`src/rtl/counter_modn_pkg.sv`:
```
// Shared constants and parameter checks for the clock datapath counters.
package counter_modn_pkg;

  localparam int SEC_MOD     = 60;
  localparam int MIN_MOD     = 60;
  localparam int HR24_MOD    = 24;
  localparam int HR12_MOD    = 12;
  localparam int BCD_W       = 4;
  localparam int MAX_MODULUS = 100;

  // Legal when the modulus fits the two-digit display and the counter width.
  // The reset value must also lie inside the count range.
  function automatic bit params_ok(input int modulus, input int width, input int reset_val);
    return (modulus >= 2) && (modulus <= MAX_MODULUS) &&
           (width >= 1) && (width <= 32) &&
           ((longint'(1) << width) >= longint'(modulus)) &&
           (reset_val >= 0) && (reset_val < modulus);
  endfunction

endpackage

```
`src/rtl/counter_bcd_split.sv`:
```
// Combinational binary (0..99) to two BCD digits.
module counter_bcd_split
  import counter_modn_pkg::*;
(
  input  logic [6:0]       bin_in,
  output logic [BCD_W-1:0] tens_out,
  output logic [BCD_W-1:0] ones_out
);

  always_comb begin
    tens_out = BCD_W'(bin_in / 7'd10);
    ones_out = BCD_W'(bin_in % 7'd10);
  end

endmodule

```
`src/rtl/counter_modn.sv`:
```
// Modulo-N up/down counter with preset load, cascade terminal count and
// registered BCD digits for the display path.
module counter_modn
  import counter_modn_pkg::*;
#(
  parameter int MODULUS   = 60,
  parameter int WIDTH     = 8,
  parameter int RESET_VAL = 0
) (
  input  logic             clk_in,
  input  logic             reset_in,
  input  logic             en_in,
  input  logic             up_in,
  input  logic             load_in,
  input  logic [WIDTH-1:0] load_val_in,
  output logic [WIDTH-1:0] count_out,
  output logic [3:0]       bcd_tens_out,
  output logic [3:0]       bcd_ones_out,
  output logic             tc_out,
  output logic             load_err_out
);

  if (!params_ok(MODULUS, WIDTH, RESET_VAL)) begin : g_param_check
    $error("counter_modn: illegal MODULUS/WIDTH/RESET_VAL combination");
  end

  localparam logic [WIDTH-1:0] MAX_VAL  = WIDTH'(MODULUS - 1);
  localparam logic [WIDTH-1:0] RST_VAL  = WIDTH'(RESET_VAL);
  localparam logic [WIDTH-1:0] ONE      = WIDTH'(1);
  localparam logic [3:0]       RST_TENS = 4'(RESET_VAL / 10);
  localparam logic [3:0]       RST_ONES = 4'(RESET_VAL % 10);

  logic [WIDTH-1:0] count_q, count_d;
  logic [3:0]       tens_q, tens_d;
  logic [3:0]       ones_q, ones_d;
  logic             err_q, err_d;

  // Out-of-range loads saturate to the top of the range instead of wrapping.
  always_comb begin
    count_d = count_q;
    err_d   = 1'b0;
    if (load_in) begin
      if (load_val_in <= MAX_VAL) begin
        count_d = load_val_in;
      end else begin
        count_d = MAX_VAL;
        err_d   = 1'b1;
      end
    end else if (en_in) begin
      if (up_in) begin
        count_d = (count_q == MAX_VAL) ? '0 : count_q + ONE;
      end else begin
        count_d = (count_q == '0) ? MAX_VAL : count_q - ONE;
      end
    end
  end

  counter_bcd_split u_bcd_split (
    .bin_in   (7'(count_d)),
    .tens_out (tens_d),
    .ones_out (ones_d)
  );

  always_ff @(posedge clk_in) begin
    if (!reset_in) begin
      count_q <= RST_VAL;
      tens_q  <= RST_TENS;
      ones_q  <= RST_ONES;
      err_q   <= 1'b0;
    end else begin
      count_q <= count_d;
      tens_q  <= tens_d;
      ones_q  <= ones_d;
      err_q   <= err_d;
    end
  end

  // Combinational so the next stage steps on the same edge as this one wraps.
  assign tc_out = en_in & ~load_in & reset_in &
                  (up_in ? (count_q == MAX_VAL) : (count_q == '0));

  assign count_out    = count_q;
  assign bcd_tens_out = tens_q;
  assign bcd_ones_out = ones_q;
  assign load_err_out = err_q;

endmodule

```
`config.mk`:
```
export PLATFORM = sky130hd
export DESIGN_NAME = counter_modn
export DESIGN_NICKNAME = d
export VERILOG_FILES = /design/src/rtl/counter_modn_pkg.sv /design/src/rtl/counter_bcd_split.sv /design/src/rtl/counter_modn.sv
export SDC_FILE = /design/constraint.sdc
export NUM_CORES = 1
export LEC_CHECK = 0
export CAP_MARGIN = 20
export CELL_PAD_IN_SITES_DETAIL_PLACEMENT = 1
export CELL_PAD_IN_SITES_GLOBAL_PLACEMENT = 1
export CORE_MARGIN = 5
export CORE_UTILIZATION = 41
export DETAILED_ROUTE_END_ITERATION = 7
export HOLD_SLACK_MARGIN = 0.12
export PLACE_DENSITY_LB_ADDON = 0.08
export REMOVE_ABC_BUFFERS = 1
export SYNTH_ARGS = -nofsm -noshare
export SYNTH_HDL_FRONTEND = slang
export SYNTH_HIERARCHICAL = 1
export SYNTH_SLANG_ARGS = --single-unit
```
`constraint.sdc`:
```
create_clock -name clk_in -period 8.8 [get_ports clk_in]
set_input_delay 2.64 -clock clk_in [delete_from_list [all_inputs] [get_ports clk_in]]
set_output_delay 2.64 -clock clk_in [all_outputs]
set_load 0.05 [all_outputs]
```
==> parameters.txt <==
Parameter                              Value

Status
  Run status ... finished, final reports clean

Global route
  Met2 Resource Use GR ... 30.2%
  Most used routing layer in global routing ... met2
  Largest net degree at the start of global routing ... 17
  Vias in the first global route ... 1614
  Overall Global Routing Usage ... 19.9%
  Global-route wire length before repair ... 8290 um
  Initial antenna violation count ... 0
  Total global routing overflow ... 0
  Met1 track utilization from global routing ... 28.5%
  Global-route met3 utilization ... 4.12%

Power
  Internal power contribution ... 162 uW
  Switching power ... 104 uW
  Combinational cell fraction of total power ... 44.4%
  Worst VDD drop ... 0.0000944 V
  Switching part of the total ... 39.1%
  Pwr Density ... 142 mW/mm^2
  Sequential cell fraction of total power ... 34.4%
  Leak pwr ... 0.000663 uW
  Clock network power share ... 21.2%

Clock tree
  Latest clock arrival within the worst-skew pair ... 250 ps
  Number of buffers inserted during clock tree synthesis ... 3
  Root buf cell ... clkbuf_8
  Hold buffer count at CTS ... 0
  Total clock sinks ... 17
  CTS clk-pin slew, worst paths ... 60 ps
  Number of buffers on the longest clock path ... 2
  H-Tree Depth ... 1
  CTS tree ... built
  CTS-repair resized insts ... 0
  Number of setup buffers added after CTS ... 0

Routing
  Remaining antenna violation count after routing ... 0
  Average wire per cell in the routed design ... 18.3 um
  Routed via count ... 1590
  Via-to-Cell Ratio ... 6.05
  # DRC ... 0
  DRC violation total after the first TritonRoute iteration ... 63
  Sum of routed wire length over all layers ... 4810 um
  Count of TritonRoute iterations in the first routing pass ... 4

Timing
  Part of the cycle the worst path needs ... 84.6%
  Worst rel slew slack ... 59.9%
  Transition time of the tightest slew-check pin ... 602 ps
  Tightest hold margin ... 653 ps
  Number of max-slew violations in the final report ... 0
  Accumulated negative setup slack ... 0 ps
  Clock skew after layout ... 4.72 ps
  Highest clock rate ... 134 MHz
  Final Hold Fails ... 0
  Setup repair after global routing missed its margin ... no
  Post-route setup slack ... 1360 ps
  Setup-violating endpoint count in the final report ... 0
  Crit path time final ... 7440 ps

Synthesis
  Count of mapped cells out of synthesis ... 193
  Share of the yosys chip area belonging to registers ... 22.2%
  Netlist cell types ... 65
  Dominant cells by area after synthesis ... dfxtp_1, and2_1, nand3_1
  Post-synthesis register bit count ... 17
  Proportion of netlist area held by the largest area contributor ... 22.2%
  Synthesis Warnings ... 6
  Count of flip-flops with a built-in enable after synthesis ... 0
  Share of flip-flops with an asynchronous set or reset after synthesis ... 0%
  Most instantiated flip-flop cell in the synthesis netlist ... dfxtp_1
  Mapped Area ... 0.00153 sq mm
  Synth area leader ... dfxtp_1
  Syn_area_per_cell ... 7.94 sq um

Floorplanning
  Core ar. ... 0.00363 sq mm
  Number of top-level pins ... 31
  Horizontal die dimension ... 71.1 um
  Total die area ... 0.00506 sq mm
  Initial core utilization ... 42.2%
  Placement Rows ... 22
  Chip Height ... 71.1 um

Critical path
  Crit. End Element ... output port
  Crit path launch type ... input pin
  Data arrival time of the worst path ... 4800 ps
  CP Data Required Time ... 6160 ps
  Register-to-register setup slack ... 4860 ps
  Largest driver fanout on the critical path ... 12
  Crit Path Category ... input pin to output port

Placement
  Detailed placer's ending HPWL ... 3490 um
  Number of cells after detailed placement ... 259
  Port-buffer cells ... 30
  Placer's final routability congestion estimate ... 0.865
  Placement Setup Slack ... 1380 ps
  Cell area after placement ... 0.00183 sq mm

Layout
  Proportion of layout cells with a drive suffix above 1 ... 8.37%
  Count of nets after finishing ... 232
  Most common cell after layout, fill and taps aside ... clkdlybuf4s50_1
  Filler Cell Count ... 460
  Most used cells in the layout excluding fill and tap cells ... clkdlybuf4s50_1, dfxtp_1, and2_1
  Area growth from synthesis to final layout ... 22.4%
  Final non-filler cell total ... 263
  Final Cell Area ... 0.00188 sq mm
  Diode insertion count for antenna repair ... 0

Flow run
  Max Cap Violations ... 0

Worst hold path
  Type of the worst min-delay path ... flip-flop to flip-flop
[critical path, stage by stage]
cell             delay, ps
clkdlybuf4s50_1        740
nand4b_1               160
o32ai_1                250
and3_1                 200
clkdlybuf4s50_1        800
[power groups by stage]
stage / clock (uW) / combinational (uW) / sequential [uW]
5_1_grt: 65.0 / 128 / 93.0
4_1_cts: 59.8 / 118 / 91.6
3_5_place_dp: 0 / 117 / 93.5
3_3_place_gp: 0 / 114 / 93.1
2_1_floorplan: 0 / 56.4 / 116
6_report: 56.6 / 118 / 91.8
[synth_stat cells, types with 3 or more instances]
cell / count
and2_1: 10
nor2b_1: 6
and3_1: 3
inv_1: 8
or3_1: 7
o21ai_1: 4
nand2_1: 8
a21oi_1: 7
nand2b_1: 6
nor3b_1: 3
nor3_1: 3
nand4_1: 5
o21a_1: 5
ha_1: 3
o21ai_0: 6
nor2_1: 8
a31oi_1: 5
dfxtp_1: 17
clkbuf_1: 7
nand3_1: 9
a21boi_0: 3
[flip-flops by register name (all words and copies together), names as in the netlist]
signal and count:
bcd_ones_out 4, count_out 8, load_err_out 1, bcd_tens_out 4
[routing by layer]
| metal | wire length [um] | vias up |
|---|---|---|
| li1 | - | 779 |
| met1 | 2250 | 743 |
| met2 | 2210 | 60 |
| met3 | 279 | 8 |
| met4 | 68 | 0 |
| met5 | 0 | - |
[final timing paths]
kind                                    from         endpoint  cells after the start
worst max-delay path                   up_in           tc_out                      5
worst min register to register  count_out[6]     count_out[6]                      2
worst min-delay path            count_out[6]     count_out[6]                      2
worst max register to register  count_out[0]  bcd_ones_out[1]                     13
[logic make-up after synthesis]
group,share of synthesized area (%)
XOR/XNOR,1.71
AND/OR/NAND/NOR,33.9
flip-flops,22.2
AO/OA/AOI/OAI,31.9
adder cells (fa/ha/maj),2.45
buffers and inverters,6.53
multiplexers,1.31
[per-stage QoR]
| stage | total power [uW] | util, % |
|---|---|---|
| floorplan | 173 | - |
| global placement | 207 | 50.4 |
| detailed placement | 210 | 50.4 |
| CTS | 270 | 51.6 |
| global route | 286 | 51.6 |
| finish | 267 | 51.6 |
[area by class of cell]
type	instances	area, sq um	area share [%]
multi-input cells	154	1090	58.2
flip-flops and latches	17	340	18.1
repair buffers	30	300	16.0
well taps	48	60.1	3.20
clock buffers	4	45.0	2.40
inverters	10	37.5	2.00
No activity file was read; power rests on OpenSTA's default activity.
